<file path="src/rtl/oh_fifo_wr_pkg.sv">
// Shared types for the FIFO write-side adapter: skid buffer state and occupancy width.
package oh_fifo_wr_pkg;

  localparam int unsigned OCC_W = 2;

  typedef enum logic [1:0] {
    EMPTY = 2'd0,
    ONE   = 2'd1,
    TWO   = 2'd2
  } skid_state_t;

  function automatic logic [OCC_W-1:0] state_occ(input skid_state_t s);
    case (s)
      EMPTY:   return 2'd0;
      ONE:     return 2'd1;
      TWO:     return 2'd2;
      default: return '0;
    endcase
  endfunction

endpackage

</file>
<file path="src/rtl/oh_fifo_wr_if.sv">
// Ingress valid/ready stream plus FIFO write port of the write-side adapter.
interface oh_fifo_wr_if #(
  parameter int unsigned DW = 10
) ();

  logic          in_valid;
  logic [DW-1:0] in_data;
  logic          in_ready;
  logic          fifo_full;
  logic          fifo_prog_full;
  logic          fifo_wr_en;
  logic [DW-1:0] fifo_din;

  modport master (
    output in_valid, in_data, fifo_full, fifo_prog_full,
    input  in_ready, fifo_wr_en, fifo_din
  );

  modport slave (
    input  in_valid, in_data, fifo_full, fifo_prog_full,
    output in_ready, fifo_wr_en, fifo_din
  );

endinterface

</file>
<file path="src/rtl/oh_skid2.sv">
// Two-entry skid buffer; in_ready is derived from registers and flush only.
module oh_skid2
  import oh_fifo_wr_pkg::*;
#(
  parameter int unsigned DW = 10
) (
  input  logic             clk,
  input  logic             nreset,
  input  logic             flush,
  input  logic             in_valid,
  input  logic [DW-1:0]    in_data,
  input  logic             pop,
  output logic             in_ready,
  output logic [DW-1:0]    head,
  output skid_state_t      state,
  output logic [OCC_W-1:0] occ
);

  logic          rdy_en;
  logic [DW-1:0] skid;
  logic          accept;

  assign in_ready = rdy_en & (state != TWO) & ~flush;
  assign accept   = in_valid & in_ready;
  assign occ      = state_occ(state);

  always_ff @(posedge clk or negedge nreset) begin
    if (!nreset) begin
      state  <= EMPTY;
      head   <= '0;
      skid   <= '0;
      rdy_en <= 1'b0;
    end else begin
      rdy_en <= 1'b1;
      if (flush) begin
        state <= EMPTY;
      end else begin
        case (state)
          EMPTY: begin
            if (accept) begin
              head  <= in_data;
              state <= ONE;
            end
          end
          ONE: begin
            // Accept and pop together keep occupancy at one: new word replaces head.
            if (accept && pop) begin
              head <= in_data;
            end else if (accept) begin
              skid  <= in_data;
              state <= TWO;
            end else if (pop) begin
              state <= EMPTY;
            end
          end
          TWO: begin
            if (pop) begin
              head  <= skid;
              state <= ONE;
            end
          end
          default: state <= EMPTY;
        endcase
      end
    end
  end

endmodule

</file>
<file path="src/rtl/oh_fifo_wr_adapter.sv">
// Write-side producer front-end for the async FIFO: skid buffering, full/prog_full
// gating, write statistics, flush and a sticky ingress protocol-error flag.
module oh_fifo_wr_adapter
  import oh_fifo_wr_pkg::*;
#(
  parameter int unsigned DW       = 10,
  parameter int unsigned THROTTLE = 0,
  parameter int unsigned CW       = 16
) (
  input  logic             wr_clk,
  input  logic             wr_nreset,
  oh_fifo_wr_if.slave      bus,
  input  logic             flush,
  input  logic             clr,
  output logic [OCC_W-1:0] occ,
  output logic [CW-1:0]    wr_words,
  output logic [CW-1:0]    stall_cycles,
  output logic             err_proto
);

  localparam logic THR = (THROTTLE != 0);

  skid_state_t   state;
  logic [DW-1:0] head;
  logic          pending;
  logic          throttled;
  logic          pop;
  logic          stall;

  logic          prev_blocked;
  logic          prev_flush;
  logic [DW-1:0] prev_data;
  logic          proto_viol;

  assign pending   = (state != EMPTY);
  assign throttled = THR & bus.fifo_prog_full;
  assign pop       = pending & ~bus.fifo_full & ~throttled & ~flush;
  assign stall     = pending & ~pop & ~flush;

  assign bus.fifo_wr_en = pop;
  assign bus.fifo_din   = head;

  oh_skid2 #(.DW(DW)) u_skid (
    .clk      (wr_clk),
    .nreset   (wr_nreset),
    .flush    (flush),
    .in_valid (bus.in_valid),
    .in_data  (bus.in_data),
    .pop      (pop),
    .in_ready (bus.in_ready),
    .head     (head),
    .state    (state),
    .occ      (occ)
  );

  // A word offered but refused must be re-offered unchanged next cycle, unless a flush intervened.
  assign proto_viol = prev_blocked & ~prev_flush &
                      (~bus.in_valid | (bus.in_data != prev_data));

  always_ff @(posedge wr_clk or negedge wr_nreset) begin
    if (!wr_nreset) begin
      prev_blocked <= 1'b0;
      prev_flush   <= 1'b0;
      prev_data    <= '0;
      wr_words     <= '0;
      stall_cycles <= '0;
      err_proto    <= 1'b0;
    end else begin
      prev_blocked <= bus.in_valid & ~bus.in_ready;
      prev_flush   <= flush;
      prev_data    <= bus.in_data;
      if (clr) begin
        wr_words     <= '0;
        stall_cycles <= '0;
        err_proto    <= 1'b0;
      end else begin
        if (pop)
          wr_words <= wr_words + CW'(1);
        if (stall && (stall_cycles != '1))
          stall_cycles <= stall_cycles + CW'(1);
        if (proto_viol)
          err_proto <= 1'b1;
      end
    end
  end

endmodule

</file>
<file path="src/flat_wrapper.sv">
// flat-port wrapper written by rule: the top's interface ports become plain ports
module oh_fifo_wr_adapter_flat import oh_fifo_wr_pkg::*;
#(
  parameter int unsigned DW       = 10,
  parameter int unsigned THROTTLE = 0,
  parameter int unsigned CW       = 16
)
  (wr_clk, wr_nreset, flush, clr, occ, wr_words, stall_cycles, err_proto, bus_in_valid, bus_in_data, bus_fifo_full, bus_fifo_prog_full, bus_in_ready, bus_fifo_wr_en, bus_fifo_din);
  oh_fifo_wr_if #(.DW(DW)) bus_i ();
  input  logic wr_clk;
  input  logic wr_nreset;
  input  logic flush;
  input  logic clr;
  output logic [OCC_W-1:0] occ;
  output logic [CW-1:0] wr_words;
  output logic [CW-1:0] stall_cycles;
  output logic err_proto;
  input wire logic [$bits(bus_i.in_valid)-1:0] bus_in_valid;
  input wire logic [$bits(bus_i.in_data)-1:0] bus_in_data;
  input wire logic [$bits(bus_i.fifo_full)-1:0] bus_fifo_full;
  input wire logic [$bits(bus_i.fifo_prog_full)-1:0] bus_fifo_prog_full;
  output wire logic [$bits(bus_i.in_ready)-1:0] bus_in_ready;
  output wire logic [$bits(bus_i.fifo_wr_en)-1:0] bus_fifo_wr_en;
  output wire logic [$bits(bus_i.fifo_din)-1:0] bus_fifo_din;
  assign bus_i.in_valid = bus_in_valid;
  assign bus_i.in_data = bus_in_data;
  assign bus_i.fifo_full = bus_fifo_full;
  assign bus_i.fifo_prog_full = bus_fifo_prog_full;
  assign bus_in_ready = bus_i.in_ready;
  assign bus_fifo_wr_en = bus_i.fifo_wr_en;
  assign bus_fifo_din = bus_i.fifo_din;
  oh_fifo_wr_adapter #(.DW(DW), .THROTTLE(THROTTLE), .CW(CW)) u_core (.wr_clk(wr_clk), .wr_nreset(wr_nreset), .bus(bus_i), .flush(flush), .clr(clr), .occ(occ), .wr_words(wr_words), .stall_cycles(stall_cycles), .err_proto(err_proto));
endmodule
</file>
<file path="config.mk">
export PLATFORM = sky130hd
export DESIGN_NAME = oh_fifo_wr_adapter_flat
export DESIGN_NICKNAME = d
export VERILOG_FILES = /design/src/rtl/oh_fifo_wr_pkg.sv /design/src/rtl/oh_fifo_wr_if.sv /design/src/rtl/oh_skid2.sv /design/src/rtl/oh_fifo_wr_adapter.sv /design/src/flat_wrapper.sv
export SDC_FILE = /design/constraint.sdc
export NUM_CORES = 1
export LEC_CHECK = 0
export ABC_AREA = 0
export CORE_ASPECT_RATIO = 1.2
export CORE_MARGIN = 2
export CORE_UTILIZATION = 50
export DETAILED_ROUTE_END_ITERATION = 6
export PLACE_DENSITY = 0.85
export SYNTH_ARGS = -nofsm -noshare
export SYNTH_HDL_FRONTEND = slang
export SYNTH_HIERARCHICAL = 1
export SYNTH_SLANG_ARGS = --single-unit
</file>
<file path="constraint.sdc">
create_clock -name wr_clk -period 2.4 [get_ports wr_clk]
set_clock_uncertainty 0.15 [all_clocks]
set_input_delay 0.6 -clock wr_clk [delete_from_list [all_inputs] [get_ports wr_clk]]
set_output_delay 0.6 -clock wr_clk [all_outputs]
set_load 0.01 [all_outputs]
</file>
==> run metrics, run 1 <==
WP data required 1.65 ns; worst-case reg-to-reg path depth 6; post-synthesis mux area share 12.01%; Die Width 79.12 microns; syn_nets 328; vias per cell between 5 and 6; WL/cell 15.43 microns; Crit Path Max Fanout 4; number of post-CTS setup repair buffers 0; number of synthesized flops with an enable pin 0; Pint 0.002406 W; Core Region 6486 sq um; drt first pass iters 4; initial DRC count 165; endpoints failing setup 0; Reg power frac 43.6%; total power draw 0.003320 W; dpl cell area 4242 sq um; post-detailed-routing wire length between 7 and 8 mm; outcome finished clean; clock net sink count a little under 70; remaining global-route overflow 0; FFs w/ async S/R, synth 100.0%; slew margin rel. between 60 and 70%; Post-layout nets 413; largest net degree at the start of global routing 49; CTS H-tree lvls 3; Initial Util 52.20%; commonest non-fill, non-tap cells in the layout dfrtp_1 (68), clkdlybuf4s50_1 (56), a21oi_1 (25); initial antenna violation count 0; antenna cells 0; first-pass GRT wire length 12.34 mm; worst slew pin tran approximately 0.5 ns; WS Path Type in2out; GPL Wtd Cong 0.8141; die area 7449 sq um; Rows 32; Total Routing Usage GR a little over a fifth; CTS Buf Count 9; post-layout min period 2.266 ns; Synth Area in Compound Gates ~11%; Worst-Skew Late Latency 0.34 ns; Mapped Area 3386 sq um; Seq/Total Area, Yosys 50.26%; largest family of logic cells by synthesized area simple AND/OR/NAND/NOR gates; Period Utilization, post-route 94.44%; Main synth FF type dfrtp_1; Die Span Y 94.15 microns; # IOs 64; Worst setup SP type input pin; post-detailed-route count of antenna-violating nets 0; share of layout cells above drive strength 1 20.05%; hpwl dp between 5 and 6 mm; xor and xnor area share after synthesis 4.139%; CTS tree yes; Max IR drop VDD roughly 0.59 mV; switching power 0.0009141 W; Clock Power Share around 28%; fmax around 440 MHz; Yosys warning total 6; RSZ-0062 raised after global routing no; Power Dens Cells 746.0 nW/um^2; Critical Path AT 1.52 ns; hold-fix buffers at CTS 0; Vias 2698; Layout Utilization 68.62%; vias in the first global route 2719; Leak Pwr between 1.5 and 2 nW; area added between synthesis and finish 31.45%; Sw Share 27.53%; Synth Area in Simple Gates 16.70%; Syn Area/Cell 11.14 sq um; FF+latch count, synth 68; Max-Cap Viols 0; drt drc 0; Finished Cell Area 4451 sq um; Post-Synthesis Cells roughly 300; Hold Fails Final Rpt 0; commonest non-fill, non-tap cell in the layout dfrtp_1; Hold Crit Class in2async; Root Driver clkbuf_8; Reg clk slew, reported paths 0.08 ns; area share of fa/ha/maj cells after synthesis around 2.6%; Setup crit end kind primary output; Gate power share 27.9%; fin. max-slew vios 0; Longest Clk Path Bufs 2; port bufs 62; Synth cell types 41
-- registers in the layout (all words and copies together) (netlist names) --
signal                cells
u_core/stall_cycles      16
u_core/wr_words          16
u_core/prev_data         10
u_core/u_skid/head       10
u_core/u_skid/skid       10
u_core/u_skid/state       2
u_core/err_proto          1
u_core/prev_blocked       1
u_core/prev_flush         1
u_core/u_skid/rdy_en      1
-- routing by layer --
layer,routed length (microns),global-route usage [%],up-vias
li1,-,-,1289
met1,3155,26.07,1317
met2,3758,35.59,79
met3,335,4.615,13
met4,144,11.21,0
met5,0,0,-
-- cell usage after synthesis, types with 3 or more instances --
cell / instances / area share [%]
or3_1: 12 / 2.2
mux2_4: 10 / 4.4
nand3_1: 10 / 1.5
clkbuf_1: 6 / 0.67
buf_2: 5 / 0.74
o31ai_1: 12 / 2.7
nor3_1: 6 / 0.89
mux2_2: 21 / 7.0
nor2_1: 9 / 1.0
dfrtp_1: 68 / 50
and4_1: 4 / 1.0
inv_1: 12 / 1.3
ha_1: 7 / 2.6
nor2b_1: 3 / 0.55
xnor2_1: 16 / 4.1
or4_1: 12 / 2.7
o21ai_0: 13 / 1.9
nand2_1: 16 / 1.8
a21oi_1: 25 / 3.7
nand4_1: 10 / 1.8
-- cell type report --
class | instances | area [sq um]
inverters | 12 | 45.04
well taps | 85 | 106.4
repair buffers | 86 | 808.3
fillers | 506 | 2036
multi-input cells | 212 | 1588
flip-flops and latches | 68 | 1702
clock inverters | 6 | 63.81
clock buffers | 10 | 137.6
-- worst max-delay path, stage by stage --
cell and delay (ns):
clkdlybuf4s50_1 0.48, nor2_2 0.19, clkdlybuf4s15_2 0.25
-- path summary, 6_finish.rpt --
check                                  startpoint  slack [ns]                     end
setup / recovery                    bus_fifo_full        0.13          bus_fifo_wr_en
min in group wr_clk         u_core/u_skid/skid[9]        0.35   u_core/u_skid/skid[9]
setup reg to reg           u_core/stall_cycles[0]        0.26  u_core/stall_cycles[3]
hold / removal                          wr_nreset        0.07  u_core/u_skid/state[1]
hold reg to reg             u_core/u_skid/skid[9]        0.35   u_core/u_skid/skid[9]
max in group asynchronous               wr_nreset        1.41     u_core/prev_data[4]
-- timing repair --
item                                    in CTS  in global routing
endpoints found under the setup margin       3                  1
pin swaps                                    1                  0
resized for setup                            8                  1
-- metrics by stage --
| stage | setup TNS [ns] | std cells | setup slack [ns] | hold WS (ns) |
|---|---|---|---|---|
| floorplan | 0 | 304 | 0.1045 | 0.1544 |
| global placement | -10.90 | 463 | -0.3875 | 0.3314 |
| detailed placement | -12.81 | 463 | -0.3861 | 0.3415 |
| CTS | 0 | 479 | 0.03133 | 0.07275 |
| global route | 0 | 479 | 0.05096 | 0.1022 |
| finish | 0 | 479 | 0.1335 | 0.06882 |
-- power by group through the flow --
stage                     Clock (W)  Combinational (W)  Sequential, W
after floorplan                   0           0.000464        0.00150
after global placement            0           0.000906        0.00146
after detailed placement          0           0.000935        0.00146
after CTS                  0.000966           0.000934        0.00145
after global routing        0.00103            0.00101        0.00147
final                      0.000946           0.000926        0.00145
-- cells by family (layout without fill, tap and decap cells) --
family / after synthesis / count (layout)
and+or+nand+nor: 95 / 95
DFF: 68 / 68
AOI/OAI and AO/OA: 60 / 60
muxes: 33 / 33
buffers and inverters: 24 / 114
xor gates and xnor gates: 16 / 16
adders and majority gates: 7 / 7
other: 1 / 1
Note: power is estimated with default switching activity, not from simulation.
==> run 2: changes to the inputs <==
--- a/config.mk
+++ b/config.mk
@@ -10,6 +10,7 @@
 export CORE_MARGIN = 2
 export CORE_UTILIZATION = 50
 export DETAILED_ROUTE_END_ITERATION = 6
+export GPL_TIMING_DRIVEN = 0
 export PLACE_DENSITY = 0.85
 export SYNTH_ARGS = -nofsm -noshare
 export SYNTH_HDL_FRONTEND = slang
==> run 2 against run 1 <==
- register-to-register slack lost 0.08 ns
- sequential power is essentially flat
- worst hold slack gained 0.14 ns
- highest routed layer unchanged
- largest power group unchanged
- non-clock buffer count shrank 9
- die area is the same
- global-route usage shrank 0.83 points
- setup slack lost 0.088 ns
==> run metrics, run 2 (synthesis gave the netlist of run 1 again) <==
Reg clk slew, reported paths 0.08 ns (about the same); # IOs 64 (unchanged); biggest regs u_core/stall_cycles (16), u_core/wr_words (16); Max-Cap Viols 0 (unchanged); Layout Utilization 67.69% (-0.93 points); Worst R2R Setup Slack 0.18 ns (-0.08 ns); Power Dens Cells 769.3 nW/um^2 (+3.1%); CTS H-tree lvls 3 (unchanged); Die Width 79.12 microns (unchanged); fmax 424.7 MHz (-3.7%); Critical Path AT 1.60 ns (+0.08 ns); worst slack, placed -0.8147 ns (-0.4286 ns); Worst-Skew Late Latency 0.33 ns (about the same); post-detailed-routing wire length 7.232 mm (-2.2%); WS Path Type reg2out; Hold Fails Final Rpt 0 (unchanged); crit path cell chain inv_1 -> ha_2 -> buf_4 -> nor3b_4 -> buf_2; CTS Buf Count 9 (unchanged); Longest Clk Path Bufs 2 (unchanged); Crit Path Max Fanout 10 (+6); area added between synthesis and finish 29.67%; remaining global-route overflow 0 (unchanged); CTS tree yes; Period Utilization, post-route 98.11% (+3.7 points); WL/cell 15.39 microns (-0.30%); Max IR drop VDD 0.6149 mV (+4.6%); antenna cells 0 (unchanged); slew margin rel. 44.44% (-22 points); Final WS setup 0.04534 ns (-0.08816 ns); fin. max-slew vios 0 (unchanged); Initial Util 52.20% (unchanged); Total Routing Usage GR 20.60% (-0.83 points); share of layout cells above drive strength 1 18.18% (-1.9 points); port bufs 61 (-1.6%); die area 7449 sq um (unchanged); Fin Setup TNS 0 ns (unchanged); Non-Filler Instances 470 (-1.9%); vias per cell 5.643 (+0.18%); post-detailed-route count of antenna-violating nets 0 (unchanged); Slowest Stage Delay on Critical Path 0.37 ns (-0.11 ns); Root Driver clkbuf_8; drt drc 0 (unchanged); drt first pass iters 4 (unchanged); Hold Crit Class in2async; Vias 2652 (-1.7%); Post-layout nets 404 (-2.2%); Die Span Y 94.15 microns (unchanged); Worst Path Buf+Inv 3 (+1); WP data required 1.65 ns (about the same); placed cells 450 (-2.8%); initial DRC count 185 (+12%); first-pass GRT wire length 12.20 mm (-1.2%); Worst setup SP type flip-flop; GPL Wtd Cong 0.7714 (-5.2%); largest net degree at the start of global routing 69 (+41%); outcome finished clean; hpwl dp 5.002 mm (-5.9%); worst slew pin tran 0.8334 ns (+0.3317 ns); Setup crit end kind primary output; RSZ-0062 raised after global routing yes; post-layout min period 2.355 ns (+0.08816 ns); endpoints failing setup 0 (unchanged); Core Region 6486 sq um (unchanged); commonest non-fill, non-tap cells in the layout dfrtp_1 (66), clkdlybuf4s50_1 (55), a21oi_1 (25); Rows 32 (unchanged); final hold slack 0.2122 ns (+0.1434 ns); Worst path top cell family by delay buffers and inverters; Slowest-stage cell, CP dfrtp_2; initial antenna violation count 0 (unchanged); vias in the first global route 2634 (-3.1%); commonest non-fill, non-tap cell in the layout dfrtp_1; Leak Pwr 1.754 nW (-3.9%); clock net sink count 68 (unchanged)
run 2: path summary, 6_finish.rpt:
path,from,to,cells after the start
worst min register to register,u_core/u_skid/skid[5],u_core/u_skid/skid[5],1
worst min-delay path,wr_nreset,u_core/stall_cycles[10],1
max in group asynchronous,wr_nreset,u_core/u_skid/state[1],1
worst max-delay path,u_core/u_skid/state[0],bus_in_ready,5
min in group wr_clk,u_core/u_skid/skid[5],u_core/u_skid/skid[5],1
worst max register to register,u_core/stall_cycles[1],u_core/stall_cycles[0],6
run 2: layout make-up:
class | instances | area [sq um]
plain buffers | 12 | 67.56
clock buffers | 10 | 137.6
clock inverters | 6 | 87.58
fillers | 514 | 2096
inverters | 12 | 45.04
multi-input cells | 212 | 1614
flip-flops and latches | 68 | 1704
well taps | 85 | 106.4
repair buffers | 65 | 628.1
run 2: worst reg2reg max path, cell delays in order, from the launching register on:
cell and delay, ns:
dfrtp_1 0.44, ha_1 0.26, nand4_1 0.23, nor4_4 0.51, buf_2 0.30, or3_1 0.14
a21oi_1 0.06
run 2: per-stage QoR:
| stage | cell area [sq um] | power, W |
|---|---|---|
| floorplan | 3386 | 0.001961 |
| global placement | 4103 | 0.002288 |
| detailed placement | 4100 | 0.002320 |
| CTS | 4379 | 0.003407 |
| global route | 4390 | 0.003554 |
| finish | 4390 | 0.003378 |
run 2: timing repair:
item	CTS	global route
gates resized for setup	16	7
setup endpoints to repair	38	12
pin swaps	2	0
setup buffers	4	0
hold buffers	0	0
run 2: power by group:
part / total (W) / switching [W] / internal, W
Clock: 0.00104 / 0.000428 / 0.000611
Sequential: 0.00145 / 0.000106 / 0.00134
Combinational: 0.000891 / 0.000360 / 0.000531
run 2: metal layers:
layer	routed length, microns	share of wire (%)	GRT usage [%]
met1	3199	44	26.09
met2	3633	50	35.03
met3	338	4.7	5.192
met4	62	0.86	5.603
met5	0	0	0
